### src/rtl/stack_ctrl.sv
// stack_ctrl: downward-growing stack controller in front of a dual-port
// scratch RAM (X port). It turns single-cycle PUSH/POP requests into RAM
// accesses, registers popped data and can sweep the whole RAM to zero.
// Optional feature macro: STACK_GUARD_EN. When defined, overflow and
// underflow are blocked and latch a sticky ERR flag. When undefined, pushes
// wrap and overwrite the oldest entry, pops on empty read through, and ERR
// stays 0.
module stack_ctrl #(
  parameter int ADDR_SIZE = 5,
  parameter int DATA_SIZE = 8
) (
  input  logic                 CLK,
  input  logic                 RST,
  input  logic                 PUSH,
  input  logic                 POP,
  input  logic                 CLEAR,
  input  logic [DATA_SIZE-1:0] DIN,
  input  logic [DATA_SIZE-1:0] RAM_DX,
  output logic [ADDR_SIZE-1:0] RAM_ADR,
  output logic [DATA_SIZE-1:0] RAM_DIN,
  output logic                 RAM_WE,
  output logic [DATA_SIZE-1:0] DOUT,
  output logic                 POP_VALID,
  output logic [ADDR_SIZE-1:0] SP,
  output logic                 EMPTY,
  output logic                 FULL,
  output logic                 BUSY,
  output logic                 ERR
);

  localparam logic [ADDR_SIZE:0]   DEPTH   = {1'b1, {ADDR_SIZE{1'b0}}};
  localparam logic [ADDR_SIZE-1:0] IDX_MAX = {ADDR_SIZE{1'b1}};

  typedef enum logic {S_IDLE = 1'b0, S_SWEEP = 1'b1} state_t;

  state_t               state_q, state_d;
  logic [ADDR_SIZE-1:0] sp_q, sp_d;
  logic [ADDR_SIZE:0]   count_q, count_d;
  logic [ADDR_SIZE-1:0] idx_q, idx_d;
  logic [DATA_SIZE-1:0] dout_q, dout_d;
  logic                 pop_valid_q, pop_valid_d;
  logic                 err_q, err_d;

  logic idle;
  logic clr_req;
  logic push_req;
  logic pop_req;
  logic push_acc;
  logic pop_acc;
  logic guard_err;
  logic sweep_last;

  assign EMPTY = (count_q == '0);
  assign FULL  = (count_q == DEPTH);

  // Request arbitration: CLEAR beats PUSH beats POP, and only in IDLE.
  assign idle       = (state_q == S_IDLE);
  assign clr_req    = idle & CLEAR;
  assign push_req   = idle & ~CLEAR & PUSH;
  assign pop_req    = idle & ~CLEAR & ~PUSH & POP;
  assign sweep_last = (state_q == S_SWEEP) && (idx_q == IDX_MAX);

`ifdef STACK_GUARD_EN
  assign push_acc  = push_req & ~FULL;
  assign pop_acc   = pop_req & ~EMPTY;
  assign guard_err = (push_req & FULL) | (pop_req & EMPTY);
`else
  assign push_acc  = push_req;
  assign pop_acc   = pop_req;
  assign guard_err = 1'b0;
`endif

  // FSM state register.
  always_ff @(posedge CLK) begin
    if (RST) state_q <= S_IDLE;
    else     state_q <= state_d;
  end

  // FSM next state: enter SWEEP on CLEAR, leave after the last word is written.
  always_comb begin
    state_d = state_q;
    case (state_q)
      S_IDLE:  if (clr_req)    state_d = S_SWEEP;
      S_SWEEP: if (sweep_last) state_d = S_IDLE;
      default: state_d = S_IDLE;
    endcase
  end

  // FSM outputs: RAM port drive; reset suppresses any write in its cycle.
  always_comb begin
    RAM_ADR = sp_q;
    RAM_DIN = DIN;
    RAM_WE  = 1'b0;
    BUSY    = 1'b0;
    case (state_q)
      S_IDLE: begin
        if (push_acc) begin
          RAM_ADR = sp_q - 1'b1;
          RAM_WE  = ~RST;
        end
      end
      S_SWEEP: begin
        RAM_ADR = idx_q;
        RAM_DIN = '0;
        RAM_WE  = ~RST;
        BUSY    = 1'b1;
      end
      default: ;
    endcase
  end

  // Datapath next state: pointer, occupancy, sweep index, popped data, error.
  always_comb begin
    sp_d        = sp_q;
    count_d     = count_q;
    idx_d       = idx_q;
    dout_d      = dout_q;
    pop_valid_d = 1'b0;
    err_d       = err_q | guard_err;
    if (clr_req) begin
      idx_d = '0;
    end else if (state_q == S_SWEEP) begin
      idx_d = idx_q + 1'b1;
      if (sweep_last) begin
        sp_d    = '0;
        count_d = '0;
        err_d   = 1'b0;
      end
    end else if (push_acc) begin
      sp_d = sp_q - 1'b1;
      // Saturate: a wrapping push replaces the oldest entry.
      if (count_q != DEPTH) count_d = count_q + 1'b1;
    end else if (pop_acc) begin
      sp_d        = sp_q + 1'b1;
      dout_d      = RAM_DX;
      pop_valid_d = 1'b1;
      if (count_q != '0) count_d = count_q - 1'b1;
    end
  end

  // Datapath registers.
  always_ff @(posedge CLK) begin
    if (RST) begin
      sp_q        <= '0;
      count_q     <= '0;
      idx_q       <= '0;
      dout_q      <= '0;
      pop_valid_q <= 1'b0;
      err_q       <= 1'b0;
    end else begin
      sp_q        <= sp_d;
      count_q     <= count_d;
      idx_q       <= idx_d;
      dout_q      <= dout_d;
      pop_valid_q <= pop_valid_d;
      err_q       <= err_d;
    end
  end

  assign SP        = sp_q;
  assign DOUT      = dout_q;
  assign POP_VALID = pop_valid_q;
  assign ERR       = err_q;

endmodule

### config.mk
export PLATFORM = sky130hd
export DESIGN_NAME = stack_ctrl
export DESIGN_NICKNAME = d
export VERILOG_FILES = /design/src/rtl/stack_ctrl.sv
export SDC_FILE = /design/constraint.sdc
export NUM_CORES = 1
export LEC_CHECK = 0
export CORE_MARGIN = 4
export CORE_UTILIZATION = 49
export CTS_CLUSTER_SIZE = 16
export DETAILED_ROUTE_END_ITERATION = 7
export PLACE_DENSITY_LB_ADDON = 0.1
export SETUP_SLACK_MARGIN = 0.5
export SYNTH_ARGS = -nofsm -noshare
export SYNTH_HDL_FRONTEND = slang
export SYNTH_SLANG_ARGS = --single-unit
### constraint.sdc
create_clock -name CLK -period 7.31 [get_ports CLK]
set_input_delay 1.462 -clock CLK [delete_from_list [all_inputs] [get_ports CLK]]
set_output_delay 1.462 -clock CLK [all_outputs]
set_load 0.005 [all_outputs]
==> results.toml <==
[finish]
final_cell_mix = "clkdlybuf4s50_1, nor2_1, nand2_1, dfxtp_1, a21oi_1"
diodes = 0
drive_above_1_share = 0.0400
area_growth_pct = 35.2
final_util = 0.697
final_cell_count_no_fill = 294
final_nets = 281
layout_commonest_cell = "clkdlybuf4s50_1"
ff_latch_area_um2 = 520
nFillCells = 261
fin_area_um2 = 2130
multi_input_area_um2 = 986

[setup_path]
ff2ff_setup_slack_ns = 3.92
end_kind = "output port"
path_max_fanout = 14
critical_path_class = "in -> out"
required_ns = 5.85
cp.arrival_ns = 3.43
critPathLaunchType = "primary input"

[power_and_ir_drop]
p_leak_nw = 0.766
irDropWorstVdd_mv = 0.120
finalPower_mw = 0.339
pwr_density_cell_nw_per_um2 = 159

[placed_design]
place_hpwl_mm = 2.83
gp_congestion = 0.882
placed_area_um2 = 2110
io_buffers = 51
dp_cells = 291
place_ws_ns = 2.43

[die]
rows = 20
core_area_um2 = 3050
die_w_um = 64.7
die_h_um = 64.7
die_area_um2 = 4180
ios = 53
initial_core_util = 0.516

[timing]
hold_viol_final = 0
clock.fmax_mhz = 205
finClkSkew_ns = 0.0167
max_slew_margin = 0.299
fin_crit_ns = 4.89
slew_violations = 0
rsz0062_at_grt = "no"
finalSetupViolCount = 0
tightestPinTransition_ns = 1.05
setup-tns-final_ns = 0
period_share = 0.669
worst_hold_slack_ns = 0.462
setup_slack_ns = 2.42

[job]
drv_cap = 0

[synthesis]
synthMuxAreaShare = 0
synth.avg_cell_area_um2 = 7.72
yosysWarnings = 0
synth_edf_count = 0
syn-num-nets = 233
synth_top_flop_cell = "dfxtp_1"
synth-simple-area-share = 0.293
async_reset_ff_frac = 0
synth_seq_area_share = 0.331
synth_top_family_by_area = "simple AND/OR/NAND/NOR gates"
synth_cell_types = 41
syn_inst = 204
synth_fa_ha_area_frac = 0.0636
synth-compound-area-share = 0.196
ys_seq_elements = 26
synth-xor-area-share = 0.0715
netlist_area_um2 = 1570

[global_route]
grtUsageMet3 = 0.0399
gr-usage-met1 = 0.251
grt_usage = 0.184
grt_use_met2 = 0.300
overflow = 0
grt_max_degree = 35
grt_pass1_wl_mm = 6.25
grt_busiest_layer = "met2"
grt_pass1_vias = 1382
antenna_found_initial = 0

[clocking]
post_cts_buffers = 0
clockBufferDepth = 2
root_buffer = "clkbuf_4"
cts_buffers = 3
hold_buffers = 0
clock-sinks = 26
cts_resized = 0
cts_max_level = 1
clk_latency_ns = 0.32
cts.clk_slew.worst_paths_ns = 0.12
cts_tree = "built"

[detailed_routing]
wire_per_inst_um = 12.6
via_per_inst = 5.20
first_iter_violations = 97
drcViolationCount = 0
vias = 1529
first_pass_iters = 4
ant_nets = 0
wl_mm = 3.70

[run_status]
status = "finished clean"

[worst_hold_path]
hold_class = "reg -> reg"
where the power goes:
group | leakage [nW] | internal (mW) | switching (mW)
registers | 0.212 | 0.150 | 0.0119
logic | 0.541 | 0.0649 | 0.0531
clock network | 0.0138 | 0.0193 | 0.0404
area by class of cell:
type / instances / area share
flip-flops and latches: 26 / 0.245
repair buffers: 53 / 0.247
inverters: 5 / 0.00882
multi-input cells: 163 / 0.463
well taps: 44 / 0.0259
clock buffers: 3 / 0.0106
path summary, 6_finish.rpt:
path	endpoint	startpoint	depth (start not counted)
setup reg to reg	count_q[5]$_SDFFE_PP0P_	state_q$_SDFF_PP0_	9
hold reg to reg	DOUT[6]$_SDFFE_PP0P_	DOUT[6]$_SDFFE_PP0P_	2
setup / recovery	RAM_ADR[1]	CLEAR	7
hold / removal	DOUT[6]$_SDFFE_PP0P_	DOUT[6]$_SDFFE_PP0P_	2
sequential cells by signal, summed over array words and instances, names as in the netlist:
name / flops
idx_q: 5
POP_VALID: 1
state_q: 1
DOUT: 8
SP: 5
count_q: 6
cell families after synthesis:
family	after synthesis
other	1
adders and majority gates	8
DFF	26
xor gates and xnor gates	12
and+or+nand+nor	94
buffers and inverters	15
AOI/OAI and AO/OA	48
worst max-delay path, stage by stage:
cell	delay, ns
clkdlybuf4s50_1	0.66
nor2_4	0.09
and2_4	0.22
inv_2	0.21
a21oi_1	0.10
o21ai_0	0.14
clkdlybuf4s50_1	0.53
cell usage after synthesis (2+ instances only):
master,count,area [um2]
xnor2_1,9,78.8
o211ai_1,2,15.0
nand2b_1,4,25.0
nor2_1,29,109
inv_1,4,15.0
dfxtp_1,26,521
ha_1,8,100
o21a_1,2,15.0
xor2_1,2,17.5
nand2_1,27,101
nor2b_1,10,62.6
o21ai_0,11,55.1
a21oi_1,20,100
nand3_1,4,20.0
clkbuf_1,7,26.3
nor4_1,2,12.5
nand3b_1,3,22.5
a22oi_1,5,37.5
nor3_1,3,15.0
nor3b_1,5,37.5
metal layers:
layer | vias up | wire length (um)
li1 | 795 | -
met1 | 680 | 1730
met2 | 50 | 1750
met3 | 4 | 193
met4 | 0 | 27
met5 | - | 0
No activity file was read; power rests on OpenSTA's default activity.
